File: src/rtl/mag_cmp_pkg.sv
// Shared types and sizing helpers for the iterative magnitude comparator.
package mag_cmp_pkg;

    typedef enum logic [1:0] {
        IDLE = 2'd0,
        CMP  = 2'd1,
        DONE = 2'd2
    } state_e;

    typedef enum logic [1:0] {
        NONE = 2'd0,
        GT   = 2'd1,
        LT   = 2'd2
    } dec_e;

    // Width of the chunk index counter; never narrower than one bit.
    function automatic int idx_w(input int nchunk);
        return (nchunk > 1) ? $clog2(nchunk) : 1;
    endfunction

endpackage

File: src/rtl/mag_cmp_seq_cmp_chunk.sv
// Combinational CHUNK-bit magnitude comparator: gt and eq, resolved MSB first.
module cmp_chunk #(
    parameter int CHUNK = 2
) (
    input  logic [CHUNK-1:0] a,
    input  logic [CHUNK-1:0] b,
    output logic             gt,
    output logic             eq
);

    always_comb begin
        gt = 1'b0;
        eq = 1'b1;
        for (int i = CHUNK - 1; i >= 0; i--) begin
            if (eq) begin
                if (a[i] && !b[i]) begin
                    gt = 1'b1;
                    eq = 1'b0;
                end else if (!a[i] && b[i]) begin
                    eq = 1'b0;
                end
            end
        end
    end

endmodule

File: src/rtl/mag_cmp_seq.sv
// Iterative W-bit magnitude comparator, CHUNK bits per cycle MSB first.
// Define CMP_EARLY_EXIT_EN to finish on the first differing chunk.
module mag_cmp_seq
    import mag_cmp_pkg::*;
#(
    parameter int W     = 16,
    parameter int CHUNK = 2
) (
    input  logic         clk,
    input  logic         reset,
    input  logic         start,
    input  logic [W-1:0] a,
    input  logic [W-1:0] b,
    input  logic         is_signed,
    output logic         ready,
    output logic         done,
    output logic         agtb,
    output logic         aeqb,
    output logic         altb
);

    localparam int NCHUNK = W / CHUNK;
    localparam int IW     = idx_w(NCHUNK);

    state_e          state_q, state_d;
    dec_e            dec_q, dec_d;
    logic [IW-1:0]   idx_q, idx_d;
    logic [W-1:0]    a_q, a_d, b_q, b_d;
    logic            agtb_q, agtb_d, aeqb_q, aeqb_d, altb_q, altb_d;

    logic [CHUNK-1:0] ca, cb;
    logic             c_gt, c_eq;
    logic             last;

    assign ca = a_q[int'(idx_q) * CHUNK +: CHUNK];
    assign cb = b_q[int'(idx_q) * CHUNK +: CHUNK];

    cmp_chunk #(.CHUNK(CHUNK)) u_chunk (
        .a  (ca),
        .b  (cb),
        .gt (c_gt),
        .eq (c_eq)
    );

`ifdef CMP_EARLY_EXIT_EN
    assign last = (idx_q == '0) || !c_eq;
`else
    assign last = (idx_q == '0);
`endif

    always_comb begin
        state_d = state_q;
        dec_d   = dec_q;
        idx_d   = idx_q;
        a_d     = a_q;
        b_d     = b_q;
        agtb_d  = agtb_q;
        aeqb_d  = aeqb_q;
        altb_d  = altb_q;
        case (state_q)
            IDLE: begin
                if (start) begin
                    // Flipping the sign bit maps two's complement onto offset binary.
                    a_d        = a;
                    b_d        = b;
                    a_d[W-1]   = a[W-1] ^ is_signed;
                    b_d[W-1]   = b[W-1] ^ is_signed;
                    idx_d      = IW'(NCHUNK - 1);
                    dec_d      = NONE;
                    state_d    = CMP;
                end
            end
            CMP: begin
                if (dec_q == NONE) begin
                    if (c_gt)       dec_d = GT;
                    else if (!c_eq) dec_d = LT;
                end
                if (last) begin
                    // Flags load on the exit edge so they appear together with done.
                    state_d = DONE;
                    agtb_d  = (dec_d == GT);
                    altb_d  = (dec_d == LT);
                    aeqb_d  = (dec_d == NONE);
                end else begin
                    idx_d = idx_q - 1'b1;
                end
            end
            DONE:    state_d = IDLE;
            default: state_d = IDLE;
        endcase
    end

    always_ff @(posedge clk or posedge reset) begin
        if (reset) begin
            state_q <= IDLE;
            dec_q   <= NONE;
            idx_q   <= '0;
            a_q     <= '0;
            b_q     <= '0;
            agtb_q  <= 1'b0;
            aeqb_q  <= 1'b0;
            altb_q  <= 1'b0;
        end else begin
            state_q <= state_d;
            dec_q   <= dec_d;
            idx_q   <= idx_d;
            a_q     <= a_d;
            b_q     <= b_d;
            agtb_q  <= agtb_d;
            aeqb_q  <= aeqb_d;
            altb_q  <= altb_d;
        end
    end

    assign ready = (state_q == IDLE);
    assign done  = (state_q == DONE);
    assign agtb  = agtb_q;
    assign aeqb  = aeqb_q;
    assign altb  = altb_q;

endmodule
File: config.mk
export PLATFORM = sky130hd
export DESIGN_NAME = mag_cmp_seq
export DESIGN_NICKNAME = d
export VERILOG_FILES = /design/src/rtl/mag_cmp_pkg.sv /design/src/rtl/mag_cmp_seq_cmp_chunk.sv /design/src/rtl/mag_cmp_seq.sv
export SDC_FILE = /design/constraint.sdc
export NUM_CORES = 1
export LEC_CHECK = 0
export ABC_AREA = 1
export BUFFER_PORTS_ARGS = -buffer_cell sky130_fd_sc_hd__buf_2
export CAP_MARGIN = 5
export CORE_UTILIZATION = 25
export DETAILED_ROUTE_END_ITERATION = 7
export SYNTH_ARGS = -nofsm -noshare
export SYNTH_HDL_FRONTEND = slang
export SYNTH_SLANG_ARGS = --single-unit
export TNS_END_PERCENT = 100
File: constraint.sdc
create_clock -name clk -period 3.2 [get_ports clk]
set_input_delay 0.32 -clock clk [delete_from_list [all_inputs] [get_ports clk]]
set_output_delay 0.32 -clock clk [all_outputs]
set_load 0.02 [all_outputs]
==> results of run 1 <==
==> worst paths after layout <==
path                                               end  cells after the start
worst max register to register        altb$_DFFE_PP0P_                     15
worst min-delay path               b_q[10]$_DFFE_PP0P_                      3
worst min register to register        altb$_DFFE_PP0P_                      2
worst max-delay path                  altb$_DFFE_PP0P_                     15
min in group clk                    a_q[9]$_DFFE_PP0P_                      3
max in group asynchronous       state_q[0]$_DFFE_PP0P_                      3
==> per-layer routing <==
metal  vias up  part of all wire, %  track usage (%)
met5         -                    0                0
met2        34                   42             17.0
met4         0                  1.9             4.55
li1        900                    -                -
met3         5                  5.0             3.11
met1       751                   51             14.9
==> cells in the mapped netlist (all sizes together) <==
cell    instances
o211ai          1
nand2         112
dfrtp          42
a21oi           3
o21ai          35
buf             9
nand3           9
clkbuf          1
nor2           20
inv            27
xnor2           2
o21a            1
ha              4
==> worst max-delay path, stage by stage (launching register included) <==
cell     delay (ns)
dfrtp_1        0.75
inv_2          0.24
nand2_1        0.11
nand2_1        0.06
nand2_1        0.05
o21ai_1        0.06
nand2_1        0.05
nand2_1        0.05
ha_1           0.31
nand2_1        0.06
nand2_1        0.08
nand2_1        0.07
nand2_1        0.07
nor2_2         0.10
nand2_1        0.07
nand2_1        0.05
==> state kept, by name (all words and copies together), names as in the netlist <==
signal	count
a_q	16
b_q	16
idx_q	3
dec_q	2
state_q	2
aeqb	1
agtb	1
altb	1
==> cell type report <==
type / count / area share, %
clock buffers: 7 / 3.05
multi-input cells: 187 / 37.2
well taps: 105 / 5.25
flip-flops and latches: 42 / 42.0
inverters: 27 / 4.25
repair buffers: 41 / 8.30
==> power groups by stage <==
| stage | Clock (mW) | Sequential (mW) | Combinational [mW] |
|---|---|---|---|
| floorplan | 0 | 0.908 | 0.947 |
| finish | 0.318 | 0.963 | 1.09 |
| detailed placement | 0 | 0.974 | 1.10 |
| global route | 0.356 | 0.993 | 1.26 |
| CTS | 0.333 | 0.964 | 1.11 |
| global placement | 0 | 0.970 | 1.08 |
==> through the flow <==
stage	util (%)	hold slack (ns)	total power [mW]
5_1_grt	30.2	0.189	2.61
4_1_cts	30.2	0.166	2.40
6_report	30.2	0.145	2.37
3_3_place_gp	29.2	0.464	2.05
2_1_floorplan	-	0.429	1.86
3_5_place_dp	29.2	0.469	2.07
==> cells by family after synthesis <==
kind of cell    Yosys count
buf+inv                  37
simple gates            141
compound gates           40
xor+xnor                  2
flops                    42
fa+ha+maj                 4
==> placed cells by master, fill, tap and decap left out <==
cell type,netlist,final
o211ai_1,1,1
nand2_4,2,2
nor2_1,16,16
a21oi_1,3,3
nand3_1,9,9
nand2_1,100,100
o21a_1,1,1
o21ai_2,15,15
ha_1,4,4
o21ai_0,11,11
buf_2,2,40
nor2_4,2,2
inv_2,1,1
inv_6,1,1
xnor2_1,2,2
inv_1,25,25
nor2_2,2,2
buf_4,3,1
clkbuf_1,1,2
clkbuf_8,0,5
nand2_2,10,10
o21ai_1,9,9
dfrtp_1,42,42
==> summary.md, run 1 <==
| Metric | Value |
|---|---|
| RSZ-0062 raised after global routing | no |
| WP data arrival | 2.48 ns |
| Area Growth Syn to Fin | 15.2% |
| GRT Total Usage | 11.2% |
| Post-CTS Repair Setup Buffers | 0 |
| Main combinational cell family by area after synthesis | simple AND/OR/NAND/NOR gates |
| Synthesis-stage register bit count | 42 |
| Post-synthesis average cell area | 8.17 µm² |
| Slew headroom | 58.1% |
| Post-route cell area | 2500 µm² |
| Critical R2R Launch | idx_q[0]$_DFFE_PP0P_ |
| Antenna Cells | 0 |
| Xor/xnor share of the synthesized area | 0.806% |
| DP Area | 2430 µm² |
| Largest net degree at the start of global routing | 46 |
| Sink Count | 42 |
| Tmin final | 2.25 ns |
| Status | completed |
| Fill cell count | 913 |
| Critical Path RT | 3.44 ns |
| Dpl cells | 402 |
| Setup ws final | 0.954 ns |
| First DRT Iteration DRCs | 124 |
| FF/Latch Area | 1050 µm² |
| Max-capacitance violation count | 0 |
| Htree depth | 2 |
| Synth unique cells | 24 |
| Post-Synth Simple-Gate Area | 27.6% |
| First-pass GRT wire length | 7670 µm |
| Clock latency on the worst-skew pair | 0.29 ns |
| R2R Setup Slk | 0.95 ns |
| VDD IR max | 0.278 mV |
| # setup viols final | 0 |
| Post-synthesis mux area share | 0% |
| Wire per inst | 11.0 µm |
| Largest cells by area after synthesis | dfrtp_1, nand2_1, o21ai_2 |
| Max-slew violations | 0 |
| Routed Wire Length | 4490 µm |
| Crit-path max FO | 23 |
| Initial antenna violation count | 0 |
| Share of the synthesized area in the top cell type | 48.4% |
| Multi-input gate area | 930 µm² |
| Fmax | 445 MHz |
| Setup TNS | 0 ns |
| Crit end category | flop |
| Finished Layout Cells | 409 |
| DRC viols | 0 |
| Core box area | 8300 µm² |
| Die span in y | 95.2 µm |
| Port Buffers | 40 |
| Gp weighted congestion | 0.821 |
| DP Wirelength | 3270 µm |
| Vias in the first global route | 1679 |
| Comb pwr share | 45.9% |
| Power Dens Cells | 946 nW/µm² |
| Clk buf depth | 2 |
| Seq/Total Area, Yosys | 48.4% |
| Leak | 1.32 nW |
| Final Hold Fails | 0 |
| DRT Pass-1 Iters | 4 |
| Ratio of cells with drive above 1 in the final layout | 26.0% |
| # rows | 33 |
| Hold Crit Class | input pin to async pin |
| Yosys top cell by area | dfrtp_1 |
| Post-CTS Resized | 0 |
| Post-synth net total | 306 |
| Die area | 9060 µm² |
| Worst-margin pin slew | 0.628 ns |
| Internal power | 1.34 mW |
| Cells after synthesis | 266 |
| Mapped Area | 2170 µm² |
| Synth warn | 0 |
| DRT antenna net count | 0 |
| I/O pins | 41 |
| Final period util | 70.2% |
| Reg clk slew, reported paths | 0.07 ns |
| Cts bufs inserted | 5 |
| CTS Hold Bufs | 0 |
| Worst setup path startpoint | idx_q[0]$_DFFE_PP0P_ |
| CTS tree | built |
| Clock skew | 0.00506 ns |
| Initial Util | 26.2% |
| Clock power frac | 13.4% |
| Startpoint types | flop |
| Grt ovf | 0 |
| Root buf cell | clkbuf_8 |
| Vias/cell | 4.13 |
| DP Worst Slack | 0.965 ns |
| Final nets | 344 |
| Reg power frac | 40.7% |
| Adder-Cell Fraction of Synth Area | 2.30% |
| Die X | 95.2 µm |
| Sw Pwr | 1.02 mW |
| Sw frac | 43.3% |
| DR vias | 1690 |
| Post-synthesis compound-gate area fraction | 12.0% |
| Setup CP Type | flop to flop |
Note: power is estimated with default switching activity, not from simulation.
==> run 2, diff against run 1 <==
==> constraint.sdc (replaced) <==
create_clock -name clk -period 2.12 [get_ports clk]
set_input_delay 0.212 -clock clk [delete_from_list [all_inputs] [get_ports clk]]
set_output_delay 0.212 -clock clk [all_outputs]
set_load 0.02 [all_outputs]
==> run 2 against run 1 <==
Cell area grew 1.4%. Maximum frequency is 22% higher. Clock power rose by 61%. Register-to-register slack worse by 0.67 ns. Sequential cell count unchanged. Global-route usage up 0.33 points. Critical path depth is 2 lower. Clock skew increased by 0.0055 ns. Wire length rose by 1.7%. Non-clock buffer count grew 3. Die area did not move. Sequential share of layout area down 0.60 points.
==> summary.md, run 2 (synthesis gave the netlist of run 1 again) <==
| Metric | Value |
|---|---|
| Slew headroom | 64.5% |
| Setup TNS | 0 ns |
| Max-capacitance violation count | 0 |
| I/O pins | 41 |
| DR vias | 1711 |
| Port Buffers | 40 |
| First-pass GRT wire length | 7960 µm |
| DRT Pass-1 Iters | 4 |
| Final nets | 347 |
| Sw Pwr | 1.58 mW |
| Largest net degree at the start of global routing | 46 |
| CTS Hold Bufs | 0 |
| Root buf cell | clkbuf_8 |
| Hold slack | 0.0353 ns |
| Final Hold Fails | 0 |
| VDD IR max | 0.397 mV |
| Cts bufs inserted | 5 |
| Met3 usage in global routing | 3.19% |
| CP peak stage delay | 0.41 ns |
| Die span in y | 95.2 µm |
| DRT antenna net count | 0 |
| Critical path's most frequent cell | nand2_1 |
| Most common cell after layout, fill and taps aside | nand2_1 |
| Comb pwr share | 47.7% |
| Worst-margin pin slew | 0.533 ns |
| Crit end category | flop |
| Final period util | 86.5% |
| Die X | 95.2 µm |
| RSZ-0062 raised after global routing | no |
| Vias/cell | 4.14 |
| Leak | 1.34 nW |
| Most frequent cells in the layout | nand2_1, dfrtp_1, buf_2, inv_1, nor2_1 |
| # setup viols final | 0 |
| # rows | 33 |
| Ratio of cells with drive above 1 in the final layout | 27.6% |
| Top Family by Delay on Critical Path | simple AND/OR/NAND/NOR gates |
| Area Growth Syn to Fin | 16.9% |
| Worst path slowest cell | dfrtp_1 |
| Power Dens Cells | 1440 nW/µm² |
| Initial Util | 26.2% |
| Routed Wire Length | 4570 µm |
| Grt met2 use | 17.2% |
| Gr busiest metal | met2 |
| Largest registers | a_q: 16 flops, b_q: 16 flops, idx_q: 3 flops |
| Reg power frac | 38.2% |
| Post-CTS Repair Setup Buffers | 0 |
| CTS tree | built |
| Sink Count | 42 |
| WP buf/inv | 1 |
| Clock skew | 0.0105 ns |
| Internal power | 2.07 mW |
| DP Wirelength | 3400 µm |
| Crit-path max FO | 10 |
| Post-CTS Resized | 0 |
| Gp weighted congestion | 0.790 |
| Status | completed |
| Antenna Cells | 0 |
| Tmin final | 1.83 ns |
| DRC viols | 0 |
| Die area | 9060 µm² |
| Clock latency on the worst-skew pair | 0.30 ns |
| Clk buf depth | 2 |
| Reg clk slew, reported paths | 0.09 ns |
| Clock power frac | 14.1% |
| Wire per inst | 11.1 µm |
| Sw frac | 43.3% |
| Setup ws final | 0.286 ns |
| Htree depth | 2 |
| M1 GR Usage | 15.8% |
| Setup CP Type | flop to flop |
| Critical-path cell list | buf_4 -> o21ai_0 -> o21ai_1 -> nand2_1 -> nand2_1 -> ha_1 -> nand2_1 -> nand2_1 -> nand2_1 -> nand2_1 -> nor2_2 -> nand2_1 -> nand2_1 |
| DP Worst Slack | 0.300 ns |
| First DRT Iteration DRCs | 69 |
| Max-slew violations | 0 |
| Fill cell count | 902 |
| GRT Total Usage | 11.5% |
| Fmax | 545 MHz |
| Grt ovf | 0 |
| WP data arrival | 2.07 ns |
| Startpoint types | flop |
| Critical Path RT | 2.36 ns |
| Core box area | 8300 µm² |
| Vias in the first global route | 1727 |
| Initial antenna violation count | 0 |
| Hold Crit Class | input pin to async pin |
==> run 2: changes by cell type in the layout (fill, tap and decap cells not counted), sizes merged <==
cell	delta
clkbuf	-2
clkinvlp	+1
buf	+3
clkinv	+2
==> run 2: worst reg2reg max path, delay by kind of cell, from the launching register on <==
family / cells / cell delay (ns)
compound gates: 2 / 0.26
fa+ha+maj: 1 / 0.30
buf+inv: 1 / 0.17
flops: 1 / 0.41
simple gates: 9 / 0.64
==> run 2: through the flow <==
step / cells / total power [mW] / util, % / area [µm²]
5_1_grt: 413 / 4.06 / 30.6 / 2540
4_1_cts: 413 / 3.72 / 30.6 / 2540
2_1_floorplan: 266 / 2.80 / - / 2170
3_3_place_gp: 405 / 3.15 / 29.5 / 2450
6_report: 413 / 3.65 / 30.6 / 2540
3_5_place_dp: 405 / 3.18 / 29.5 / 2450
==> run 2: layer usage <==
layer / routed length [µm] / vias up / share of wire, %
met2: 1990 / 30 / 44
met5: 0 / - / 0
li1: - / 908 / -
met3: 205 / 6 / 4.5
met4: 70 / 0 / 1.5
met1: 2300 / 767 / 50
==> run 2: final timing paths <==
kind | startpoint | end | slack (ns) | depth (start not counted)
setup / recovery | idx_q[0]$_DFFE_PP0P_ | aeqb$_DFFE_PP0P_ | 0.29 | 13
hold / removal | reset | b_q[11]$_DFFE_PP0P_ | 0.04 | 3
setup reg to reg | idx_q[0]$_DFFE_PP0P_ | aeqb$_DFFE_PP0P_ | 0.29 | 13
hold reg to reg | altb$_DFFE_PP0P_ | altb$_DFFE_PP0P_ | 0.48 | 2
max in group asynchronous | reset | a_q[10]$_DFFE_PP0P_ | 1.71 | 3
min in group clk | b[13] | b_q[13]$_DFFE_PP0P_ | 0.10 | 3
==> run 2: power groups by stage <==
stage	logic, mW	clock network [mW]	registers (mW)
floorplan	1.43	0	1.37
global placement	1.74	0	1.40
detailed placement	1.77	0	1.41
CTS	1.78	0.539	1.40
global route	2.05	0.576	1.43
finish	1.74	0.513	1.40
==> run 2: layout make-up <==
type,instances,area (µm²),share of cell area (%)
Inverter,27,106,4.19
Clock inverter,3,21.3,0.838
Multi-Input combinational cell,187,930,36.6
Sequential cell,42,1050,41.4
Tap cell,105,131,5.17
Clock buffer,5,68.8,2.71
Timing Repair Buffer,44,230,9.07
